==> src/rtl/uart_port_scheduler.sv <==
// uart_port_scheduler: polls the UART status byte, delivers rx bytes, round-robins two tx requesters
// Ports: tx0_*/tx1_* byte requesters (ready = 1-cycle accept pulse); rx_* holding register to the
// consumer; uart_* single-cycle strobed accesses to the port slave, completed by uart_ack.
module uart_port_scheduler #(
  parameter int POLL_GAP = 4
) (
  input  logic        clk,
  input  logic        reset_n,
  input  logic        tx0_valid,
  input  logic [7:0]  tx0_data,
  output logic        tx0_ready,
  input  logic        tx1_valid,
  input  logic [7:0]  tx1_data,
  output logic        tx1_ready,
  output logic        rx_valid,
  output logic [7:0]  rx_data,
  input  logic        rx_ready,
  output logic        uart_cs,
  output logic        uart_access,
  output logic        uart_wr_en,
  output logic [1:0]  uart_bytesel,
  output logic [15:0] uart_data_wr,
  input  logic [15:0] uart_data_rd,
  input  logic        uart_ack
);
  localparam int GW = $clog2(POLL_GAP + 1);
  typedef enum logic [2:0] {IDLE, ST_REQ, ST_WAIT, DECIDE, RD_REQ, RD_WAIT, WR_REQ, WR_WAIT} state_t;
  state_t state, nxt;
  logic [GW-1:0] gap;
  logic rdy, busy, rr, gnt_q, do_rd, do_wr, gnt, reload;
  logic [7:0] tx_byte;
  logic unused_rd;
  assign unused_rd = &{1'b0, uart_data_rd[15:10]};
  // registered rx_valid: a consume in this same cycle cannot enable a read here
  assign do_rd = state == DECIDE && rdy && !rx_valid;
  assign do_wr = state == DECIDE && !(rdy && !rx_valid) && !busy && (tx0_valid || tx1_valid);
  // a lone valid requester wins regardless of rr
  assign gnt = tx1_valid && (!tx0_valid || rr);
  assign reload = (state == DECIDE && !do_rd && !do_wr) ||
                  ((state == RD_WAIT || state == WR_WAIT) && uart_ack);

  always_ff @(posedge clk or negedge reset_n)
    if (!reset_n) state <= IDLE;
    else state <= nxt;

  always_comb begin
    nxt = state;
    case (state)
      IDLE:    nxt = gap == '0 ? ST_REQ : IDLE;
      ST_REQ:  nxt = ST_WAIT;
      ST_WAIT: nxt = uart_ack ? DECIDE : ST_WAIT;
      DECIDE:  nxt = do_rd ? RD_REQ : do_wr ? WR_REQ : IDLE;
      RD_REQ:  nxt = RD_WAIT;
      RD_WAIT: nxt = uart_ack ? IDLE : RD_WAIT;
      WR_REQ:  nxt = WR_WAIT;
      WR_WAIT: nxt = uart_ack ? IDLE : WR_WAIT;
      default: nxt = IDLE;
    endcase
  end

  always_comb begin
    uart_access = state == ST_REQ || state == RD_REQ || state == WR_REQ;
    uart_cs = uart_access;
    uart_wr_en = state == WR_REQ;
    uart_bytesel = state == ST_REQ ? 2'b10 : (state == RD_REQ || state == WR_REQ) ? 2'b01 : 2'b00;
    uart_data_wr = state == WR_REQ ? {8'h00, tx_byte} : 16'h0000;
    tx0_ready = do_wr && !gnt;
    tx1_ready = do_wr && gnt;
  end

  always_ff @(posedge clk or negedge reset_n)
    if (!reset_n) begin
      gap <= GW'(POLL_GAP);
      rdy <= 1'b0;
      busy <= 1'b0;
      rx_valid <= 1'b0;
      rx_data <= 8'h00;
      tx_byte <= 8'h00;
      gnt_q <= 1'b0;
      rr <= 1'b0;
    end else begin
      if (reload) gap <= GW'(POLL_GAP);
      else if (state == IDLE && gap != '0) gap <= gap - GW'(1);
      if (state == ST_WAIT && uart_ack) begin
        rdy <= uart_data_rd[8];
        busy <= uart_data_rd[9];
      end
      if (state == RD_WAIT && uart_ack) begin
        rx_valid <= 1'b1;
        rx_data <= uart_data_rd[7:0];
      end else if (rx_valid && rx_ready) rx_valid <= 1'b0;
      if (do_wr) begin
        tx_byte <= gnt ? tx1_data : tx0_data;
        gnt_q <= gnt;
      end
      if (state == WR_WAIT && uart_ack) rr <= !gnt_q;
    end
endmodule

==> config.mk <==
export PLATFORM = sky130hd
export DESIGN_NAME = uart_port_scheduler
export DESIGN_NICKNAME = d
export VERILOG_FILES = /design/src/rtl/uart_port_scheduler.sv
export SDC_FILE = /design/constraint.sdc
export NUM_CORES = 1
export LEC_CHECK = 0
export ABC_CLOCK_PERIOD_IN_PS = 1500
export BUFFER_PORTS_ARGS = -buffer_cell sky130_fd_sc_hd__buf_2
export CAP_MARGIN = 25
export CORE_ASPECT_RATIO = 0.6
export CORE_MARGIN = 2
export CORE_UTILIZATION = 42
export CTS_CLUSTER_DIAMETER = 150
export DETAILED_ROUTE_END_ITERATION = 10
export PLACE_DENSITY = 0.85
export SLEW_MARGIN = 10
export SYNTH_ARGS = -nofsm -noshare
export SYNTH_HDL_FRONTEND = slang
export SYNTH_SLANG_ARGS = --single-unit
==> constraint.sdc <==
create_clock -name clk -period 1.5 [get_ports clk]
set_clock_uncertainty 0.05 [all_clocks]
set_input_delay 0.075 -clock clk [delete_from_list [all_inputs] [get_ports clk]]
set_output_delay 0.075 -clock clk [all_outputs]
set_load 0.02 [all_outputs]
### Yosys cells after proc, flatten, opt, wreduce, memory -nomap -nowiden

Cells that the tools add are included.
Widths: inputs -> output; s select.

| word-level totals | value |
|---|---|
| input port bits | 38 |
| word-level logic and storage cells | 69 |
| bits in registers | 27 |

| cells by class | value |
|---|---|
| add/sub/neg operators | 1 |
| muxes and demuxes | 15 |
| equal/unequal tests | 7 |
| reduce and logical (&&, ||, !) cells | 37 |

Operator list:

| operator | count |
|---|---|
| $pmux 3 s8 | 1 |
| $mux 3 | 6 |
| $logic_and 1x1->1 | 17 |
| $mux 8 | 2 |
| $eq 3x3->1 const B | 4 |
| $logic_not 1->1 | 8 |
| $logic_or 1x1->1 | 7 |
| $eq 3x2->1 const B | 2 |
| $logic_not 3->1 | 2 |
| $mux 1 | 5 |
| $reduce_bool 2->1 | 2 |
| $eq 3x1->1 const B | 1 |
| $reduce_bool 3->1 | 1 |
| $sub 3x1->3 const B | 1 |
| $mux 2 | 1 |

### Depth between registers and ports, before layout

| logic depth | value |
|---|---|
| word-level depth | 10 |
| mapped depth | 5 |
| gate-level depth less buffers | 5 |

### Worst setup path before layout

No wires, ideal clock.

| path | value |
|---|---|
| kind | flip-flop to output port |
| from | reg rx_valid |
| to | out tx1_ready |
| path slack | -0.085 ns |
| path buffers | 1 |
| required time | 1.375 ns |
| cell stages (with the launch flop) | 5 |
| arrival time | 1.460 ns |
| path through | dfrtp_1 > nand2b_1 > clkbuf_1 > nand3_1 > nor3_1 |

| between the ends | value |
|---|---|
| longest elaborated chain between the ends | 7 |

Ends and longest elaborated chain:

| item | line | RTL |
|---|---|---|
| start, declared | 15 | `output logic rx_valid,` |
| start signal, assigned | 76 | `rx_valid <= 1'b0;` |
| start signal, assigned | 89 | `rx_valid <= 1'b1;` |
| start signal, assigned | 91 | `end else if (rx_valid && rx_ready) rx_valid <= 1'b0;` |
| $logic_not 1->1 | 36 | `assign do_wr = state == DECIDE && !(rdy && !rx_valid) && !busy && (tx0_valid \|\| tx1_valid);` |
| $logic_and 1x1->1 | 36 |  |
| $logic_not 1->1 | 36 |  |
| $logic_and 1x1->1 (3 in series) | 36 |  |
| $logic_and 1x1->1 | 68 | `tx1_ready = do_wr && gnt;` |
| end, declared | 14 | `output logic tx1_ready,` |

Every way passes these cells.

### Worst setup path after layout

| path | value |
|---|---|
| from | reg state[2] |
| to | reg rx_data[2] |

| between the ends | value |
|---|---|
| longest elaborated chain between the ends | 2 |

Ends and longest elaborated chain:

| item | line | RTL |
|---|---|---|
| start, declared | 28 | `state_t state, nxt;` |
| start signal, assigned | 44 | `else state <= nxt;` |
| $eq 3x3->1 | 88 | `if (state == RD_WAIT && uart_ack) begin` |
| $logic_and 1x1->1 | 88 |  |
| end signal, assigned | 90 | `rx_data <= uart_data_rd[7:0];` |
| end, declared | 16 | `output logic [7:0] rx_data,` |

Every way passes these cells.
A chain may end at the register's enable or synchronous reset.

==> flow_summary.toml <==
[worst_setup_path]
rr_worst_depth = 5
crit_buf_inv = 2
required_ps = 1620
cp_common_cell = "buf_4"
slowest_stage = "dfrtp_2"
r2r-end = "rx_data[2]"
crit_type = "reg -> reg"
crit_fanout = 5
path_delay_family = "flip-flops"
r2r_start = "state[2]"
cp-start-kind = "flop"
path_cells = "buf_4 > nand3_1 > nand2b_4 > buf_4 > mux2_2"
cp-end-kind = "flop"
r2r_setup_slack_ps = 2
arrival_ps = 1620
slowest_delay_ps = 440

[logic_synthesis]
ys_ff_latch = 27
yosys_warnings = 0
synthFlopType = "dfrtp_1"
synth_cells = 150
synthArstFlopShare_pct = 100.0
synth_area_per_cell_um2 = 9.993
synth_area_um2 = 1499
synth_cell_types = 33
synth_edf_count = 0
ys_seq_area_share_pct = 45.16

[timing]
grt_setup_unrepaired = "yes"
setup_viol = 0
slew-limit-headroom_pct = 62.02
setup_ws_ps = 2.320
hold_viol = 0
fin_crit_ps = 1498
timing.final.crit_share_pct = 99.85
drv_slew = 0
fmax_mhz = 667.7
tightest_slew_ps = 569.7

[clock_network]
cts_max_path_buffers = 2
cts_root_buffer = "clkbuf_8"
clkTransAtPathRegs_ps = 100
cts_num_sinks = 27
htreeDepth = 1
cts_tree = "built"
cts_buffers = 3
clk_latency_ps = 280

[detailed_routing]
first_pass_iters = 4
drc = 0
vias = 1340
wl_per_cell_um = 13.24
routed_wl_mm = 3.576
drtIter0Drc = 78
ant_nets = 0
viasPerCell = 4.963

[die]
io_pins = 70
start_util_pct = 44.84
die_x_um = 81.13
die-area_um2 = 4079
rows = 16
die_h_um = 50.28
coreArea_um2 = 3343

[grt]
antenna_found_initial = 0
grt_max_degree = 28
grt_usage_pct = 18.96
grt_first_pass_wirelength_mm = 6.003
grt_pass1_vias = 1307
grt-ovfl-total = 0

[placement]
dpl.cell_count = 246
place_congestion = 0.8451
dpl_cell_area_um2 = 1802
dp_hpwl_mm = 2.469
dp_slack_ps = 75.94
port_buffers = 55

[power_and_ir_drop]
peakVddDrop_uv = 1076
cellPowerDensity_nw_per_um2 = 1875
leakage_nw = 1.065
power_mw = 3.929

[status]
status = "complete, no violations"

[worst_hold_path]
holdPathStages = 3
min_path_type = "in -> reg"
min_from = "tx1_data[0]"
hold_end = "tx_byte[0]"

[final_layout]
diodes = 0
final_cell_mix = "buf_2, dfrtp_1, a31oi_1"
areaGrowthSynthToFinish_pct = 39.82
nets = 266
drive_above_1_share_pct = 45.33
fin_cells = 270
fin_util_pct = 62.69
mostFrequentLayoutCell = "buf_2"
nFillCells = 268
stdcell_area_um2 = 2096

[job]
max-cap-violations = 0
## power breakdown
| group | switching (mW) | internal, mW |
|---|---|---|
| Combinational | 1.18 | 0.980 |
| Clock | 0.230 | 0.195 |
| Sequential | 0.246 | 1.10 |
## how the worst max path moves through the flow
stage / cells past startpoint / endpoint / start / slack (ps)
detailed placement: 3 / gnt_q / state[0] / 80
global placement: 3 / gnt_q / state[0] / 100
floorplan: 5 / uart_cs / state[2] / 30
global route: 5 / tx1_ready / busy / -90
CTS: 4 / uart_data_wr[1] / state[0] / 4
finish: 5 / rx_data[2] / state[2] / 2
## area by class of cell
type                       count  area [µm²]  area share [%]
multi-input combinational    105       750.7           35.82
tap                           45       56.30           2.687
sequential                    27       680.7           32.48
clock inverter                 1       8.758          0.4179
inverter                       5       18.77          0.8955
clock buffer                   3       41.29           1.970
timing repair buffer          84       539.3           25.73
## sequential cells by signal, summed over array words and instances, names as in the netlist, 3 cells and up
| name | cells |
|---|---|
| state | 3 |
| tx_byte | 8 |
| rx_data | 8 |
| gap | 3 |
## what timing repair did
item / in CTS / in global routing
cloned: 0 / 1
endpoints found under the hold margin: 37 / 0
hold buffers: 12 / 0
buffers inserted: 7 / 0
pin swaps: 1 / 1
endpoints found under the setup margin: 11 / 22
gates resized for setup: 10 / 7
## synth_stat cells, drive strengths merged (2+ instances only)
master / number / area, µm²
nor3: 3 / 20.02
and3: 10 / 62.56
o21ai: 11 / 55.05
inv: 5 / 18.77
nand3: 3 / 15.01
mux2: 11 / 127.6
a31oi: 17 / 106.4
nor2b: 3 / 18.77
dfrtp: 26 / 650.6
a22oi: 2 / 15.01
nand3b: 8 / 60.06
nor2: 3 / 11.26
nand2: 7 / 26.28
ha: 2 / 25.02
clkbuf: 4 / 15.01
o21bai: 2 / 15.01
a21oi: 2 / 10.01
nand2b: 5 / 31.28
buf: 16 / 115.1
## cell families after synthesis
group / Yosys count / share of synthesized area, %
multiplexers: 11 / 8.514
other: 1 / 0.2502
buffers and inverters: 25 / 9.932
AO/OA/AOI/OAI: 38 / 16.28
adder cells (fa/ha/maj): 2 / 1.669
AND/OR/NAND/NOR: 46 / 18.20
flip-flops: 27 / 45.16
## metrics by stage
step                hold slack [ps]  TNS (ps)
CTS                           4.962         0
global route                  3.899     -1113
floorplan                    -270.6         0
global placement              55.39         0
detailed placement            54.80         0
finish                        15.99         0
## worst reg2reg max path, cell delays in order, from the launching register on
cell      delay [ps]
dfrtp_2          440
buf_4            150
nand3_1          130
nand2b_4         170
buf_4            130
mux2_2           330
## per-layer routing
layer  wire, µm  track usage [%]  up-vias
met5          0                0        -
met4         21            3.955        0
met3        227            4.496        2
met2       1617            29.20       46
li1           -                -      677
met1       1709            27.30      615
Power figures use the tool's default switching activity.
